File: src/rtl/aes_spi_scheduler.sv
`default_nettype none
// ============================================================================
//  Module   : aes_spi_scheduler
//  Purpose  : Round-robin SPI master shared by the encrypt/decrypt requesters;
//             sends {data, key}, idles LAT SCLK periods, reads back 128 bits.
//  Revision : 1.0 - initial release
// ============================================================================
module aes_spi_scheduler #(
    parameter int Nk  = 4,
    parameter int DIV = 1,
    parameter int LAT = 12
) (
    input  logic              clk,
    input  logic              rst,
    input  logic              req_enc,
    input  logic              req_dec,
    input  logic [127:0]      data_enc,
    input  logic [127:0]      data_dec,
    input  logic [Nk*32-1:0]  key_enc,
    input  logic [Nk*32-1:0]  key_dec,
    output logic              ack_enc,
    output logic              ack_dec,
    output logic              done_enc,
    output logic              done_dec,
    output logic [127:0]      result,
    output logic              busy,
    output logic              sclk,
    output logic              mosi,
    input  logic              miso,
    output logic              cs_enc_n,
    output logic              cs_dec_n
);

    localparam int N_TX  = 128 + 32 * Nk;
    localparam int CNT_W = $clog2(N_TX + 1);
    localparam int PH_W  = (DIV > 1) ? $clog2(DIV) : 1;

    localparam logic [1:0] c_idle = 2'd0;
    localparam logic [1:0] c_send = 2'd1;
    localparam logic [1:0] c_wait = 2'd2;
    localparam logic [1:0] c_recv = 2'd3;

    localparam logic [PH_W-1:0]  c_ph_last   = PH_W'(DIV - 1);
    localparam logic [CNT_W-1:0] c_send_last = CNT_W'(N_TX - 1);
    localparam logic [CNT_W-1:0] c_wait_last = CNT_W'((LAT > 0) ? LAT - 1 : 0);
    localparam logic [CNT_W-1:0] c_recv_last = CNT_W'(127);

    logic [1:0]       r_state;
    logic [1:0]       w_next_state;
    logic [PH_W-1:0]  r_phase;
    logic             r_sclk;
    logic [CNT_W-1:0] r_cnt;
    logic [N_TX-1:0]  r_tx;
    logic [127:0]     r_rx;
    logic [127:0]     r_result;
    logic             r_owner;      // 1 = decrypt requester
    logic             r_last;       // 1 = decrypt was granted last
    logic             r_done_enc;
    logic             r_done_dec;

    logic w_ph_end;
    logic w_rise;
    logic w_fall;
    logic w_cnt_end;
    logic w_step_done;
    logic w_grant_ok;
    logic w_pick_enc;
    logic w_grant_enc;
    logic w_grant_dec;
    logic w_busy;

    assign w_ph_end    = (r_phase == c_ph_last);
    assign w_rise      = ~r_sclk & w_ph_end;
    assign w_fall      = r_sclk & w_ph_end;
    assign w_step_done = w_fall & w_cnt_end;
    assign w_busy      = (r_state != c_idle);

    // No grant in the done cycle, so ack and done never coincide.
    assign w_grant_ok  = (r_state == c_idle) & ~r_done_enc & ~r_done_dec;
    assign w_pick_enc  = req_enc & (~req_dec | r_last);
    assign w_grant_enc = w_grant_ok & w_pick_enc;
    assign w_grant_dec = w_grant_ok & req_dec & ~w_pick_enc;

    always_comb begin
        w_cnt_end = 1'b0;
        case (r_state)
            c_send:  w_cnt_end = (r_cnt == c_send_last);
            c_wait:  w_cnt_end = (r_cnt == c_wait_last);
            c_recv:  w_cnt_end = (r_cnt == c_recv_last);
            default: w_cnt_end = 1'b0;
        endcase
    end

    always_ff @(posedge clk or posedge rst) begin
        if (rst) begin
            r_state <= c_idle;
        end else begin
            r_state <= w_next_state;
        end
    end

    always_comb begin
        w_next_state = r_state;
        case (r_state)
            c_idle:  if (w_grant_enc | w_grant_dec) w_next_state = c_send;
            c_send:  if (w_step_done) w_next_state = (LAT == 0) ? c_recv : c_wait;
            c_wait:  if (w_step_done) w_next_state = c_recv;
            c_recv:  if (w_step_done) w_next_state = c_idle;
            default: w_next_state = c_idle;
        endcase
    end

    always_comb begin
        ack_enc  = w_grant_enc;
        ack_dec  = w_grant_dec;
        busy     = w_busy;
        mosi     = (r_state == c_send) ? r_tx[N_TX-1] : 1'b0;
        cs_enc_n = ~(w_busy & ~r_owner);
        cs_dec_n = ~(w_busy & r_owner);
    end

    // Bit counter and shift registers advance on the SCLK falling edge;
    // MISO is taken on the rising edge, matching the slaves' sampling.
    always_ff @(posedge clk or posedge rst) begin
        if (rst) begin
            r_phase    <= '0;
            r_sclk     <= 1'b0;
            r_cnt      <= '0;
            r_tx       <= '0;
            r_rx       <= '0;
            r_result   <= '0;
            r_owner    <= 1'b0;
            r_last     <= 1'b1;
            r_done_enc <= 1'b0;
            r_done_dec <= 1'b0;
        end else begin
            r_done_enc <= 1'b0;
            r_done_dec <= 1'b0;
            if (w_grant_enc | w_grant_dec) begin
                r_tx    <= w_grant_dec ? {data_dec, key_dec} : {data_enc, key_enc};
                r_owner <= w_grant_dec;
                r_last  <= w_grant_dec;
                r_phase <= '0;
                r_sclk  <= 1'b0;
                r_cnt   <= '0;
            end else if (w_busy) begin
                if (w_ph_end) begin
                    r_phase <= '0;
                    r_sclk  <= ~r_sclk;
                end else begin
                    r_phase <= r_phase + 1'b1;
                end
                if (w_rise && (r_state == c_recv)) begin
                    r_rx <= {r_rx[126:0], miso};
                end
                if (w_fall) begin
                    r_cnt <= w_cnt_end ? '0 : r_cnt + 1'b1;
                    if (r_state == c_send) begin
                        r_tx <= {r_tx[N_TX-2:0], 1'b0};
                    end
                    if ((r_state == c_recv) && w_cnt_end) begin
                        r_result   <= r_rx;
                        r_done_enc <= ~r_owner;
                        r_done_dec <= r_owner;
                    end
                end
            end
        end
    end

    assign done_enc = r_done_enc;
    assign done_dec = r_done_dec;
    assign result   = r_result;
    assign sclk     = r_sclk;

endmodule
`default_nettype wire

File: config.mk
export PLATFORM = sky130hd
export DESIGN_NAME = aes_spi_scheduler
export DESIGN_NICKNAME = d
export VERILOG_FILES = /design/src/rtl/aes_spi_scheduler.sv
export SDC_FILE = /design/constraint.sdc
export NUM_CORES = 1
export LEC_CHECK = 0
export CAP_MARGIN = 10
export CORE_AREA = 2 2 251 253
export DETAILED_ROUTE_END_ITERATION = 8
export DIE_AREA = 0 0 253 255
export PLACE_DENSITY = 0.7
export SLEW_MARGIN = 20
export SYNTH_ARGS = -nofsm -noshare
export SYNTH_HDL_FRONTEND = slang
export SYNTH_SLANG_ARGS = --single-unit
File: constraint.sdc
create_clock -name clk -period 30.5 [get_ports clk]
set_input_delay 9.15 -clock clk [delete_from_list [all_inputs] [get_ports clk]]
set_output_delay 9.15 -clock clk [all_outputs]
set_load 0.05 [all_outputs]
; ---- Word level (Yosys, flattened, before mapping)
; Index checks and enable logic that the tools add are counted.
[word_totals]
inputBits = 517
out_inout_bits = 137
ff_bits = 529
word_cells = 90
[classes]
addsub = 2
n_bitwise = 23
n_mux = 30
n_reduce_logical = 13
eq_ne = 11
[op_table]
columns = op, count
row1 = 256-bit 2-to-1 mux, 5
row2 = 9-bit 2-to-1 mux, 4
row3 = 1-bit 2-to-1 mux, 15
row4 = 1-bit bitwise AND, 11
row5 = 1-bit NOT, 10
row6 = "9-bit by 1-bit adder with 9-bit output, second input constant", 1
row7 = "9-bit by 4-bit == test with 1-bit output, second input constant", 1
row8 = "9-bit by 7-bit == test with 1-bit output, second input constant", 1
row9 = "9-bit by 8-bit == test with 1-bit output, second input constant", 1
row10 = 2-bit 2-to-1 mux, 4
row11 = 2-bit one-hot mux with 4 select lines, 1
row12 = 4-bit AND reduction, 2
row13 = 2-bit nonzero test, 4
row14 = "2-bit != test, second input constant", 3
row15 = 3-bit AND reduction, 2
row16 = "2-bit == test, second input constant", 2
row17 = "2-bit by 1-bit != test with 1-bit output, second input constant", 2
row18 = 2-bit AND reduction, 2
row19 = 1-bit one-hot mux with 3 select lines, 1
row20 = "2-bit by 1-bit == test with 1-bit output, second input constant", 1
row21 = 1-bit logical AND, 2
row22 = 2-bit logical NOT, 1
row23 = 1-bit bitwise OR, 2
row24 = "1-bit adder, second input constant", 1

; ---- Depth between registers and ports, before layout
; Gate-level depths: netlist of the first run.
[depth]
depth_word = 8
ltp_mapped = 10
depth_no_buf = 7

; ---- Worst setup path before layout of the first run
; No wires, ideal clock.
[synth_path]
path_kind = input to output
start = input port req_enc
end = output port ack_dec
path_slack_ns = 11.284
arrival_time_ns = 10.066
stages = 4
t_required_ns = 21.350
path_buffers = 1
path_cell_list = nand2_1 > nand3_1 > buf_1 > inv_1
[synth_between]
elab_chain_cells = 3
[synth_lines]
columns = element, line
row1 = "start, declared", 15  ; input logic req_enc,
row2 = 1-bit bitwise AND, 80  ; assign w_pick_enc = req_enc & (~req_dec | r_last);
row3 = 1-bit NOT, 82  ; assign w_grant_dec = w_grant_ok & req_dec & ~w_pick_enc;
row4 = 1-bit bitwise AND, 82
row5 = "end, declared", 22  ; output logic ack_dec,
; No other way between the ends.

; ---- Worst setup path after layout of the first run
[layout_path]
start = input port req_dec
end = output port ack_enc
[layout_between]
elab_chain_cells = 4
[layout_lines]
columns = element, line
row1 = "start, declared", 16  ; input logic req_dec,
row2 = 1-bit NOT, 80
row3 = 1-bit bitwise OR, 80
row4 = 1-bit bitwise AND, 80
row5 = 1-bit bitwise AND, 81  ; assign w_grant_enc = w_grant_ok & w_pick_enc;
row6 = "end, declared", 21  ; output logic ack_enc,
; No other way between the ends.

==> results.cfg, run 1 <==
[layout]
mostFrequentLayoutCells = clkdlybuf4s50_1 (653), dfrtp_1 (527), mux2i_1 (254), a22oi_1 (254), o21ai_1 (249)
nets = 2915
syn2layout_area_growth_pct = 37.4
drive_above_1_share = 0.150
final_common_cell = clkdlybuf4s50_1
final_cell_count_no_fill = 3246
fillCellCount = 5255
multi_input_area_sq_um = 9840
seqCellArea_sq_um = 13200

[placed_design]
gp_congestion = 0.851
io_buffers = 653
place_inst = 3133
dp_hpwl_um = 48900

[route]
drt_iter0_markers = 1141
drcViolationCount = 0
wire_per_inst_um = 20.7
drtAntennaViolNets = 0
drt_wl_total_um = 67100
routed-via-count = 17110
vias_per_cell = 5.27
drtPass1Iterations = 5

[synth]
syn_area_sq_um = 23800
yosysSeqAreaShare = 0.556
syn-num-nets = 2334
synth-main-ff-cell = dfrtp_1
synthDistinctLibCells = 54
syn_area_per_cell_sq_um = 13.1
yosys_warnings = 0
synth_edf_count = 0
async_flop_share = 1.00
syn_inst = 1811
synth-seq-cells = 528

[grt]
grt_use_met1 = 0.253
grt_max_degree = 222
track_usage = 0.199
use_met3 = 0.0436
antenna_found_initial = 20
grt_remaining_overflow = 0
grt_pass1_vias = 17347
grt_pass1_wl_um = 99700
busiest_layer = met2
met2_usage = 0.338

[sta]
max_slew_margin = 0.244
maxSlewViolCount = 0
max_freq_ghz = 0.0493
tns_ns = 0
finalHoldViolations = 0
tightest_slew_ns = 1.13
finalSetupViolCount = 0
period_needed_ns = 20.29
clock_skew_ns = 0.0122
rsz0062_at_grt = no
post-route-period-util = 0.665

[pwr]
power_density_nw_per_um2 = 75.7
p_leak_nw = 15.8
peakVddDrop_uv = 70.1

[critical_path]
path_cells = clkdlybuf4s50_1, nand2b_1, nand2_1, nor2_1, clkdlybuf4s50_1
max_stage_delay_ns = 1.03
crit_start = req_dec
r2r-start = r_state[0]
worstSetupEndpoint = ack_enc
required_ns = 21.35
crit_top_cell = clkdlybuf4s50_1
path_class = in2out
r2r_slack_ns = 26.04
cpMaxStageDelayCell = clkdlybuf4s50_1
endpoint_kind = primary output
worstSetupStartpointType = input pin
regToRegEndpoint = result[61]
r2r_cells = 8
cp.arrival_ns = 11.14
cp_max_fo = 5

[cts]
clkSinkCount = 528
postCtsHoldBufs = 0
ctsHtreeMaxLevel = 2
cts_setup_buffers = 0
clock_latency_ns = 0.60
numCtsBuffers = 55
cts_resized = 0
cts.path.max_buffers = 3
cts_tree = yes
clk_transition_reported_paths_ns = 0.06
cts_root_buf = clkbuf_16

[floorplan]
die_y_um = 255
die_area_sq_um = 64500
die_x_um = 253
rows = 92
ios = 654
coreArea_sq_um = 62200
start_util = 0.382

[outcome]
outcome = complete, no violations

[hold_path]
hold_path_class = reg2reg

[run]
cap_viol_max_count = 0
worst min path at each step:
stage                 from          end  depth (start not counted)
6_report       result[122]  result[122]                          1
5_1_grt             r_last       r_last                          2
4_1_cts        result[122]  result[122]                          1
3_5_place_dp   result[122]  result[122]                          1
3_3_place_gp   result[122]  result[122]                          1
2_1_floorplan      r_owner     done_enc                          1
cell usage after synthesis (7+ instances only):
cell / count / share of area
a22oi_1: 254 / 0.080
o21ai_0: 15 / 0.0032
a21oi_1: 7 / 0.0015
nor2_1: 10 / 0.0016
o21ai_1: 249 / 0.052
buf_2: 59 / 0.012
inv_1: 8 / 0.0013
clkbuf_1: 48 / 0.0076
mux2_1: 8 / 0.0038
buf_6: 14 / 0.0066
buf_1: 22 / 0.0035
dfrtp_1: 527 / 0.55
nand2_1: 19 / 0.0030
mux2_2: 128 / 0.061
mux2_4: 120 / 0.076
mux2i_1: 254 / 0.11
o211ai_1: 8 / 0.0025
metrics by stage:
stage	worst slack (ns)	util	hold slack (ns)	total power (W)	instance area (sq um)
after detailed placement	10.24	0.495	0.485	0.00181	30800
after CTS	10.22	0.525	0.499	0.00249	32600
after floorplan	6.60	-	0.459	0.00158	23800
after global placement	10.28	0.495	0.481	0.00178	30800
after global routing	10.13	0.525	0.511	0.00262	32700
final	10.21	0.525	0.494	0.00247	32700
sequential cells by signal, indices dropped and copies added, names as in the netlist:
signal	cells
done_dec	1
sclk	1
done_enc	1
r_rx	128
r_last	1
r_cnt	9
r_state	2
r_tx	256
r_owner	1
result	128
worst max-delay path, delay by kind of cell:
family        cells  cell delay, ns
simple gates      3            0.42
buf+inv           2            1.56
layout make-up:
class	count	area share
clock inverter	16	0.00559
tap	799	0.0306
sequential	528	0.405
antenna	10	0.000766
inverter	8	0.00115
multi-input combinational	1131	0.301
clock buffer	86	0.0503
timing repair buffer	668	0.206
logic make-up after synthesis:
| group | Yosys count | synth area share |
|---|---|---|
| AOI/OAI and AO/OA | 545 | 0.144 |
| DFF | 528 | 0.556 |
| muxes | 511 | 0.248 |
| buffers and inverters | 152 | 0.0317 |
| and+or+nand+nor | 69 | 0.0176 |
| adders and majority gates | 6 | 0.00316 |
per-layer routing:
metal	share of wire	routed length (um)
met2	0.51	33900
met3	0.057	3840
met1	0.41	27500
met5	0.0015	100
met4	0.027	1820
report_power, final:
group / leakage, nW / total (W) / switching [W] / internal, W
sequential: 6.93 / 0.00101 / 0.000116 / 0.000891
clock: 0.877 / 0.000667 / 0.000279 / 0.000388
combinational: 8.02 / 0.000797 / 0.000441 / 0.000356
Note: power is estimated with default switching activity, not from simulation.
==> run 2, diff against run 1 <==
clock period = 20.8 ns   (was 30.5 ns; I/O delays follow)
==> results.cfg, run 2 (synthesized netlist as in run 1, its figures left out) <==
[critical_path]
worstSetupStartpointType = input pin
r2r_slack_ns = 16.02
r2r_cells = 9
crit_top_cell = clkdlybuf4s50_1
cpMaxStageDelayCell = clkdlybuf4s50_1
crit_start = req_dec
required_ns = 14.56
max_stage_delay_ns = 0.82
path_class = in2out
cp.arrival_ns = 8.30
path_cells = clkdlybuf4s50_1, nand3_4, inv_1, clkdlybuf4s50_1
cp_max_fo = 29
r2r-start = r_state[1]
endpoint_kind = primary output

[sta]
finalSetupViolCount = 0
post-route-period-util = 0.699
max_slew_margin = 0.261
period_needed_ns = 14.54
maxSlewViolCount = 0
tightest_slew_ns = 1.11
tns_ns = 0
max_freq_ghz = 0.0688
finalHoldViolations = 0
rsz0062_at_grt = no
clock_skew_ns = 0.0113

[cts]
numCtsBuffers = 56
cts_root_buf = clkbuf_16
cts_resized = 0
ctsHtreeMaxLevel = 2
cts_setup_buffers = 0
postCtsHoldBufs = 0
cts.path.max_buffers = 3
cts_tree = yes
clk_transition_reported_paths_ns = 0.06
clock_latency_ns = 0.61
clkSinkCount = 528

[placed_design]
dp_hpwl_um = 49800
io_buffers = 653
gp_congestion = 0.866
dpl-instance-area_sq_um = 30800

[floorplan]
ios = 654
rows = 92
die_area_sq_um = 64500
die_y_um = 255
start_util = 0.382
die_x_um = 253
coreArea_sq_um = 62200

[layout]
final_common_cell = clkdlybuf4s50_1
syn2layout_area_growth_pct = 37.5
drive_above_1_share = 0.154
final_area_sq_um = 32700
mostFrequentLayoutCells = clkdlybuf4s50_1 (653), dfrtp_1 (527), mux2i_1 (254), a22oi_1 (254), o21ai_1 (249)
nets = 2919
largest_reg_flops = 256
largest-register = r_tx

[route]
drt_wl_total_um = 67900
vias_per_cell = 5.30
drt_iter0_markers = 1031
wire_per_inst_um = 20.9
routed-via-count = 17201
drcViolationCount = 0
drtPass1Iterations = 6
drtAntennaViolNets = 0

[hold_path]
hold_path_class = reg2reg
whs_path_depth = 2
hp-start = r_last

[grt]
track_usage = 0.202
antenna_found_initial = 18
grt_pass1_vias = 17375
grt_pass1_wl_um = 101000
grt_max_degree = 180
grt_remaining_overflow = 0

[pwr]
p_leak_nw = 15.9
peakVddDrop_uv = 71.1
power_density_nw_per_um2 = 111

[outcome]
outcome = complete, no violations

[run]
cap_viol_max_count = 0
[run 2: layout make-up]
class / instances / area (sq um)
Timing Repair Buffer: 671 / 6710
Inverter: 8 / 33.8
Multi-Input combinational cell: 1131 / 9840
Clock inverter: 21 / 203
Clock buffer: 82 / 1660
Tap cell: 799 / 1000
Antenna cell: 3 / 7.51
Sequential cell: 528 / 13200
Fill cell: 5230 / 29500
[run 2: final timing paths]
| kind | end |
|---|---|
| worst max-delay path | ack_dec |
| worst min-delay path | r_last |
| worst max register to register | r_tx[166] |
| worst min register to register | r_last |
| max in group asynchronous | r_tx[44] |
| min in group asynchronous | result[51] |
[run 2: report_power, final]
part,switching [W],total (W),internal [W]
Sequential,0.000173,0.00148,0.00131
Clock,0.000417,0.000996,0.000579
Combinational,0.000642,0.00116,0.000515
[run 2: worst max-delay path: cells and delay by family]
family | cells | cell delay (ns)
buffers and inverters | 3 | 1.63
and+or+nand+nor | 1 | 0.42
[run 2: layer usage]
metal | global-route usage | routed length (um)
met1 | 0.259 | 28000
met2 | 0.345 | 34200
met3 | 0.0492 | 4130
met4 | 0.0526 | 1460
met5 | 0 | 150
[run 2: metrics by stage]
stage,util,hold WS [ns],setup slack [ns],total power [W],std cells
floorplan,-,0.459,7.38,0.00231,1811
global route,0.525,0.514,6.15,0.00387,3241
detailed placement,0.495,0.481,6.27,0.00266,3137
global placement,0.495,0.479,6.29,0.00261,3137
finish,0.526,0.491,6.26,0.00363,3243
CTS,0.525,0.489,6.27,0.00367,3240
